==> src/rtl/uart_pkg.sv <==
// Shared UART definitions: FSM state encoding, line idle level, default baud divisor.
// Imported by the transmitter and the future receiver.
package uart_pkg;

  typedef enum logic [2:0] {
    S_IDLE  = 3'd0,
    S_FETCH = 3'd1,
    S_LATCH = 3'd2,
    S_START = 3'd3,
    S_DATA  = 3'd4,
    S_STOP  = 3'd5
  } uart_state_t;

  localparam logic UART_IDLE_LEVEL = 1'b1;
  localparam int   CLKS_PER_BIT_DEF = 16;

endpackage

==> src/rtl/uart_bit_timer.sv <==
// Baud divider: bit_tick marks the last clk of each bit period,
// pre_tick the clk before it (lets the FSM register end-of-bit outputs).
import uart_pkg::*;

module uart_bit_timer #(
  parameter int CLKS_PER_BIT = CLKS_PER_BIT_DEF
) (
  input  logic clk,
  input  logic rst,
  input  logic clear,
  output logic bit_tick,
  output logic pre_tick
);

  localparam int CW = (CLKS_PER_BIT > 2) ? $clog2(CLKS_PER_BIT) : 1;
  localparam logic [CW-1:0] LAST = CW'(CLKS_PER_BIT - 1);
  localparam logic [CW-1:0] PRE  = CW'(CLKS_PER_BIT - 2);

  logic [CW-1:0] cnt;

  always_ff @(posedge clk) begin
    if (rst || clear) begin
      cnt <= '0;
    end else if (cnt == LAST) begin
      cnt <= '0;
    end else begin
      cnt <= cnt + 1'b1;
    end
  end

  assign bit_tick = (cnt == LAST);
  assign pre_tick = (cnt == PRE);

endmodule

==> src/rtl/fifo_uart_tx.sv <==
// FIFO read-side UART transmitter: pops one byte per frame
// and serialises it LSB first as 8N1/8N2 on tx.
import uart_pkg::*;

module fifo_uart_tx #(
  parameter int DATA_W       = 8,
  parameter int CLKS_PER_BIT = CLKS_PER_BIT_DEF,
  parameter int STOP_BITS    = 1
) (
  input  logic              clk,
  input  logic              rst,
  input  logic              enable,
  input  logic              f_empty,
  input  logic [DATA_W-1:0] fifo_data,
  output logic              r_en,
  output logic              tx,
  output logic              busy,
  output logic              tx_done
);

  localparam logic [2:0] LAST_DATA = 3'(DATA_W - 1);
  localparam logic [2:0] LAST_STOP = 3'(STOP_BITS - 1);

  uart_state_t       state;
  logic [DATA_W-1:0] shift;
  logic [2:0]        bit_cnt;
  logic              bit_tick;
  logic              pre_tick;
  logic              tmr_clear;

  // Timer restarts from zero on entry to START.
  assign tmr_clear = (state == S_IDLE) ||
                     (state == S_FETCH) ||
                     (state == S_LATCH);

  uart_bit_timer #(
    .CLKS_PER_BIT(CLKS_PER_BIT)
  ) u_timer (
    .clk     (clk),
    .rst     (rst),
    .clear   (tmr_clear),
    .bit_tick(bit_tick),
    .pre_tick(pre_tick)
  );

  always_ff @(posedge clk) begin
    if (rst) begin
      state   <= S_IDLE;
      tx      <= UART_IDLE_LEVEL;
      r_en    <= 1'b0;
      busy    <= 1'b0;
      tx_done <= 1'b0;
      shift   <= '0;
      bit_cnt <= '0;
    end else begin
      r_en    <= 1'b0;
      tx_done <= 1'b0;
      unique case (state)
        S_IDLE: begin
          tx <= UART_IDLE_LEVEL;
          if (enable && !f_empty) begin
            state <= S_FETCH;
            r_en  <= 1'b1;
            busy  <= 1'b1;
          end
        end
        S_FETCH: begin
          state <= S_LATCH;
        end
        S_LATCH: begin
          shift   <= fifo_data;
          bit_cnt <= '0;
          tx      <= ~UART_IDLE_LEVEL;
          state   <= S_START;
        end
        S_START: begin
          if (bit_tick) begin
            tx    <= shift[0];
            state <= S_DATA;
          end
        end
        S_DATA: begin
          if (bit_tick) begin
            shift <= shift >> 1;
            if (bit_cnt == LAST_DATA) begin
              bit_cnt <= '0;
              tx      <= UART_IDLE_LEVEL;
              state   <= S_STOP;
            end else begin
              bit_cnt <= bit_cnt + 1'b1;
              tx      <= shift[1];
            end
          end
        end
        S_STOP: begin
          if (pre_tick && bit_cnt == LAST_STOP) begin
            tx_done <= 1'b1;
          end
          if (bit_tick) begin
            if (bit_cnt == LAST_STOP) begin
              bit_cnt <= '0;
              busy    <= 1'b0;
              state   <= S_IDLE;
            end else begin
              bit_cnt <= bit_cnt + 1'b1;
            end
          end
        end
        default: begin
          tx    <= UART_IDLE_LEVEL;
          busy  <= 1'b0;
          state <= S_IDLE;
        end
      endcase
    end
  end

endmodule

==> config.mk <==
export PLATFORM = sky130hd
export DESIGN_NAME = fifo_uart_tx
export DESIGN_NICKNAME = d
export VERILOG_FILES = /design/src/rtl/uart_pkg.sv /design/src/rtl/uart_bit_timer.sv /design/src/rtl/fifo_uart_tx.sv
export SDC_FILE = /design/constraint.sdc
export NUM_CORES = 1
export LEC_CHECK = 0
export BUFFER_PORTS_ARGS = -buffer_cell sky130_fd_sc_hd__clkbuf_2
export CORE_MARGIN = 1.5
export CORE_UTILIZATION = 46
export DETAILED_ROUTE_END_ITERATION = 10
export PLACE_DENSITY = 0.78
export SLEW_MARGIN = 20
export SYNTH_ARGS = -nofsm -noshare
export SYNTH_HDL_FRONTEND = slang
export SYNTH_SLANG_ARGS = --single-unit
==> constraint.sdc <==
create_clock -name clk -period 2 [get_ports clk]
set_input_delay 0.2 -clock clk [delete_from_list [all_inputs] [get_ports clk]]
set_output_delay 0.2 -clock clk [all_outputs]
set_load 0.02 [all_outputs]
Yosys cells after proc, flatten, opt, wreduce, memory -nomap -nowiden --
Index checks and enable logic that the tools add are counted. W data, S select, Z words.
Storage, ports and cells: input port bits 12, output and inout bits 4, word-level logic and storage cells 72, register bits after elaboration 22
Cells by class: add/subtract/negate cells 2, bitwise operators 4, reduce and logical (&&, ||, !) cells 20, multiplexer cells 24, equal/unequal tests 14
Operators by type and width (count):
- $mux W3 | 10
- $pmux W3 S6 | 1
- $pmux W8 S2 | 1
- $ne A2 B2 Y1 const B | 5
- $eq A3 B3 Y1 const B | 3
- $pmux W3 S3 | 1
- $eq A4 B4 Y1 const B | 2
- $mux W1 | 8
- $mux W8 | 1
- $reduce_or A2 Y1 | 4
- $eq A3 B2 Y1 const B | 2
- $logic_not A3 Y1 | 2
- $reduce_and A3 Y1 | 2
- $reduce_and A6 Y1 | 1
- $add A4 B1 Y4 const B | 1
- $not A1 Y1 | 4
- $pmux W1 S4 | 1
- $reduce_and A4 Y1 | 1
- $reduce_or A4 Y1 | 1
- $add A3 B1 Y3 const B | 1
- $eq A3 B1 Y1 const B | 1
- $logic_or A1 B1 Y1 | 3
- $pmux W1 S3 | 1
- $reduce_bool A3 Y1 | 1
- other kinds (5) | 6

Longest topological paths before layout --
depth after elaboration 5, mapped depth 6, gate-level depth less buffers 6

Cells and area by module --
A second synthesis with hierarchy kept.
Unflattened totals: cell total of the unflattened synthesis 135, area total of the unflattened synthesis 1151.1 sq um
By module, submodules not included:
- fifo_uart_tx | sequential area each 360.3 sq um, instances 1, area an instance 970.9 sq um, cells each 118
- uart_bit_timer | sequential area each 80.1 sq um, instances 1, area an instance 180.2 sq um, cells each 17

Least setup slack after synthesis --
OpenSTA, ideal clock, no wires.
kind register -> register, from register u_timer.cnt[0], to register shift[2], library setup time 0.070 ns, required time 1.930 ns, buffers on the path 1, slack 0.511 ns, period minus slack after synthesis 1.489 ns, stages on the path, launching flop included 7, data arrival time 1.418 ns, cell sequence dfxtp_1 -> ha_1 -> and3_2 -> a21boi_2 -> buf_6 -> or3_1 -> a21oi_1
Between the ends: word-level cells in the longest chain between the ends 3
Ends and longest elaborated chain:
- from (decl) | line uart_bit_timer.sv:19 | logic [CW-1:0] cnt;
- from (signal assigned) | line uart_bit_timer.sv:27 | cnt <= cnt + 1'b1;
- $eq A4 B4 Y1 | line uart_bit_timer.sv:31 | assign bit_tick = (cnt == LAST);
- $ne A2 B2 Y1 (no source line)
- $reduce_and A2 Y1 (no source line)
- to (signal assigned) | line fifo_uart_tx.sv:71 | shift <= fifo_data;
- to (signal assigned) | line fifo_uart_tx.sv:84 | shift <= shift >> 1;
- to (decl) | line fifo_uart_tx.sv:25 | logic [DATA_W-1:0] shift;
No other way between the ends. A chain may end at the register's enable or synchronous reset.

Final worst setup path --
from register state[1], to register tx
Between the ends: word-level cells in the longest chain between the ends 4, elaborated cells between the ends (all ways) 11, classes of those cells eq/ne (7); mux (1); bitwise (1); reduce/logical (2)
Ends and longest elaborated chain:
- from (decl) | line fifo_uart_tx.sv:24 | uart_state_t state;
- from (signal assigned) | line fifo_uart_tx.sv:48 | state <= S_IDLE;
- from (signal assigned) | line fifo_uart_tx.sv:62 | state <= S_FETCH;
- from (signal assigned) | line fifo_uart_tx.sv:68 | state <= S_LATCH;
- parallel branches: the longest is 4 deep, another holds $pmux W1 S4
- to (signal assigned) | line fifo_uart_tx.sv:73 | tx <= ~UART_IDLE_LEVEL;
- to (signal assigned) | line fifo_uart_tx.sv:78 | tx <= shift[0];
- to (signal assigned) | line fifo_uart_tx.sv:91 | tx <= shift[1];
- to (decl) | line fifo_uart_tx.sv:16 | output logic tx,
Parallel ways; which one is timed is not known.

==> summary.md <==
| Metric | Value |
|---|---|
| Postcts setup bufs | `0` |
| Asr flop ratio synth | `0` |
| Number of cells traversed by the worst hold path | `3` |
| Starting density of the core | `0.476` |
| Endpoint, Worst Hold | `shift[7]` |
| Number of nets with antenna violations after detailed routing | `0` |
| Length in cells of the worst reg-to-reg path | `4` |
| Pin count of the biggest net entering global routing | `21` |
| CTS HTree Levels | `1` |
| Final weighted congestion in routability-driven placement | `between 0.7 and 0.8` |
| Clk_lat worst skew | `about 0.32 ns` |
| Overflow left after global routing | `0` |
| WP data arrival | `about 1.9 ns` |
| Most common flop cell mapped by yosys | `sky130_fd_sc_hd__dfxtp_1` |
| Max VDD drop | `approximately 530 uV` |
| R2r endpoint | `tx` |
| Die Span Y | `53.2 um` |
| Max-slew violation count | `0` |
| Overall die area | `about 2800 um2` |
| Final wirelength | `2.23 mm` |
| Top cell type's share of synthesized area | `0.380` |
| Post-Syn Instances | `around 140` |
| Slew @ Worst Pin | `0.483 ns` |
| Standard cell area after detailed placement | `about 1200 um2` |
| Wire length of the first global-routing pass | `roughly 3.7 mm` |
| Post-Synthesis Mean Instance Area | `roughly 8.5 um2` |
| Post-synthesis sequential area ratio | `0.380` |
| Number of max-cap violations | `0` |
| Post-synth top area cell | `sky130_fd_sc_hd__dfxtp_1` |
| Post-detail-place hpwl | `roughly 1.6 mm` |
| Period utilization | `0.841` |
| Final cell count without fillers | `about 180` |
| Area of the core | `between 2000 and 2500 um2` |
| Initial drt markers | `14` |
| Highest clock frequency the design can meet | `approximately 600 MHz` |
| Worst setup EP type | `flop` |
| Number of warnings reported in the yosys synthesis log | `0` |
| Initial DRT Pass Iterations | `4` |
| Power per cell area | `790 nW/um2` |
| Number of enable-type register cells in the synthesized netlist | `0` |
| Detailed-route via count | `969` |
| Initial antenna violation count | `0` |
| Total GRT Usage | `0.181` |
| Critical Path Fanout Max | `13` |
| Required time of the critical path | `about 2.2 ns` |
| Flop-to-flop setup slack | `0.32 ns` |
| Tmin final | `1.68 ns` |
| LEAKAGE | `approximately 0.47 nW` |
| Vias in the first global route | `between 800 and 900` |
| Boundary pin count | `16` |
| Number of buffers added on ports | `15` |
| Largest cells by area after synthesis | `sky130_fd_sc_hd__dfxtp_1, sky130_fd_sc_hd__a21oi_1, sky130_fd_sc_hd__ha_1, sky130_fd_sc_hd__mux2i_1, sky130_fd_sc_hd__or3_1` |
| Final Hold Violating Endpoints | `0` |
| Number of setup violations in the final report | `0` |
| Cell at the root of the clock tree | `sky130_fd_sc_hd__clkbuf_4` |
| Number of buffers created by CTS | `3` |
| Worst hold path class | `in -> reg` |
| Number of nets in the finished design | `167` |
| Placed cells | `roughly 170` |
| DIE WIDTH | `around 53 um` |
| Clock edge transition at the registers on the reported setup and hold paths | `roughly 0.12 ns` |
| Layout overhead on the synthesized area | `9.83%` |
| CTS Sinks | `22` |
| Post-route DRC violation count | `0` |
| WL/cell | `around 13 um` |
| Syn_nets | `roughly 150` |
| Status | `finished, final reports clean` |
| Sum of negative setup slack | `0 ns` |
| Critical path type | `reg -> reg` |
| Row count | `18` |
| Remaining max-slew budget at the tightest pin | `0.676` |
| Reg-to-Reg Start | `state[1]` |
| Ant. Diodes | `0` |
| Syn Std Cell Area | `between 1000 and 1500 um2` |
| Resized cells post-CTS | `0` |
| Origin of the worst min-delay path | `fifo_data[7]` |
| Type of origin of the critical path | `flop` |
| Fraction of layout cells with a size suffix above 1 | `0.169` |
| RSZ-0062 raised after global routing | `false` |
| Number of hold-repair buffers added at the cts stage | `0` |
| Flip-flop and latch count after synthesis | `22` |
| Design area | `roughly 1300 um2` |
| Buffer depth of the longest clock path | `2` |
| Clock tree from TritonCTS | `built` |
| Mean number of vias per cell | `between 5 and 6` |
| Count of cell types in the netlist | `36` |
| Clock skew | `around 0.0012 ns` |
[metal layers]
metal,vias up,share of wire,GRT usage,wire length [um]
met3,5,0.038,0.0367,84
li1,505,-,-,-
met2,15,0.47,0.300,1050
met1,444,0.47,0.220,1050
met5,-,0,0,0
met4,0,0.023,0.0897,52
[how the worst max path moves through the flow]
stage	start	depth (start not counted)	end
after detailed placement	state[1]	4	tx
after floorplan	u_timer.cnt[0]	6	shift[2]
after CTS	state[1]	4	tx
after global placement	state[1]	4	tx
final	state[1]	4	tx
after global routing	state[1]	4	shift[2]
[cells in the final DEF (no fill, tap or decap), types with 6 or more instances in the layout]
| cell | n |
|---|---|
| sky130_fd_sc_hd__mux2i_1 | 7 |
| sky130_fd_sc_hd__o21ai_0 | 10 |
| sky130_fd_sc_hd__nand2_1 | 6 |
| sky130_fd_sc_hd__clkbuf_2 | 15 |
| sky130_fd_sc_hd__or3_1 | 9 |
| sky130_fd_sc_hd__nor2_1 | 8 |
| sky130_fd_sc_hd__a21oi_1 | 19 |
| sky130_fd_sc_hd__ha_1 | 6 |
| sky130_fd_sc_hd__dfxtp_1 | 22 |
[power breakdown]
part	internal, mW	switching [mW]	total (mW)
Clock	0.112	0.140	0.252
Combinational	0.0991	0.129	0.228
Sequential	0.478	0.0473	0.525
Total	0.688	0.317	1.00
[through the flow]
stage / worst slack (ns) / hold WS, ns / utilization / total power [mW]
4_1_cts: 0.318 / 0.101 / 0.523 / 1.01
2_1_floorplan: 0.511 / 0.340 / - / 0.713
3_5_place_dp: 0.324 / 0.447 / 0.508 / 0.763
3_3_place_gp: 0.367 / 0.440 / 0.508 / 0.749
5_1_grt: 0.123 / 0.106 / 0.523 / 1.07
6_report: 0.318 / 0.0981 / 0.523 / 1.00
[Yosys cell counts (2+ instances only)]
master	number
sky130_fd_sc_hd__nor2_1	8
sky130_fd_sc_hd__nor2b_1	2
sky130_fd_sc_hd__ha_1	6
sky130_fd_sc_hd__dfxtp_1	22
sky130_fd_sc_hd__nand3b_1	2
sky130_fd_sc_hd__buf_2	3
sky130_fd_sc_hd__inv_1	5
sky130_fd_sc_hd__or3_1	9
sky130_fd_sc_hd__nand2b_1	5
sky130_fd_sc_hd__a21oi_1	19
sky130_fd_sc_hd__o21ai_0	10
sky130_fd_sc_hd__nor3_1	3
sky130_fd_sc_hd__nor4_1	2
sky130_fd_sc_hd__nand2_1	6
sky130_fd_sc_hd__clkbuf_1	3
sky130_fd_sc_hd__mux2i_1	7
sky130_fd_sc_hd__nand3_1	5
[layout make-up]
type | instances | area, um2
fill | 238 | 1160
multi-input combinational | 100 | 649
sequential | 22 | 440
timing repair buffer | 17 | 90.1
tap | 30 | 37.5
clock buffer | 4 | 36.3
inverter | 5 | 18.8
[critical path, cell delays in order, from the launching register on]
cell and delay, ns:
sky130_fd_sc_hd__dfxtp_1 0.57, sky130_fd_sc_hd__and2b_2 0.32, sky130_fd_sc_hd__o21ai_0 0.24, sky130_fd_sc_hd__a21boi_0 0.13
sky130_fd_sc_hd__a311o_1 0.32
[sequential cells by signal, indices dropped and copies added (netlist names)]
signal	count
bit_cnt	3
busy	1
r_en	1
shift	8
state	3
tx	1
tx_done	1
u_timer.cnt	4
[cell families after synthesis]
group | Yosys count | synth area share
simple gates | 49 | 0.240
fa+ha+maj | 6 | 0.0648
xor+xnor | 2 | 0.0151
buf+inv | 14 | 0.0594
mux | 7 | 0.0605
compound gates | 36 | 0.180
flops | 22 | 0.380
Note: power is estimated with default switching activity, not from simulation.
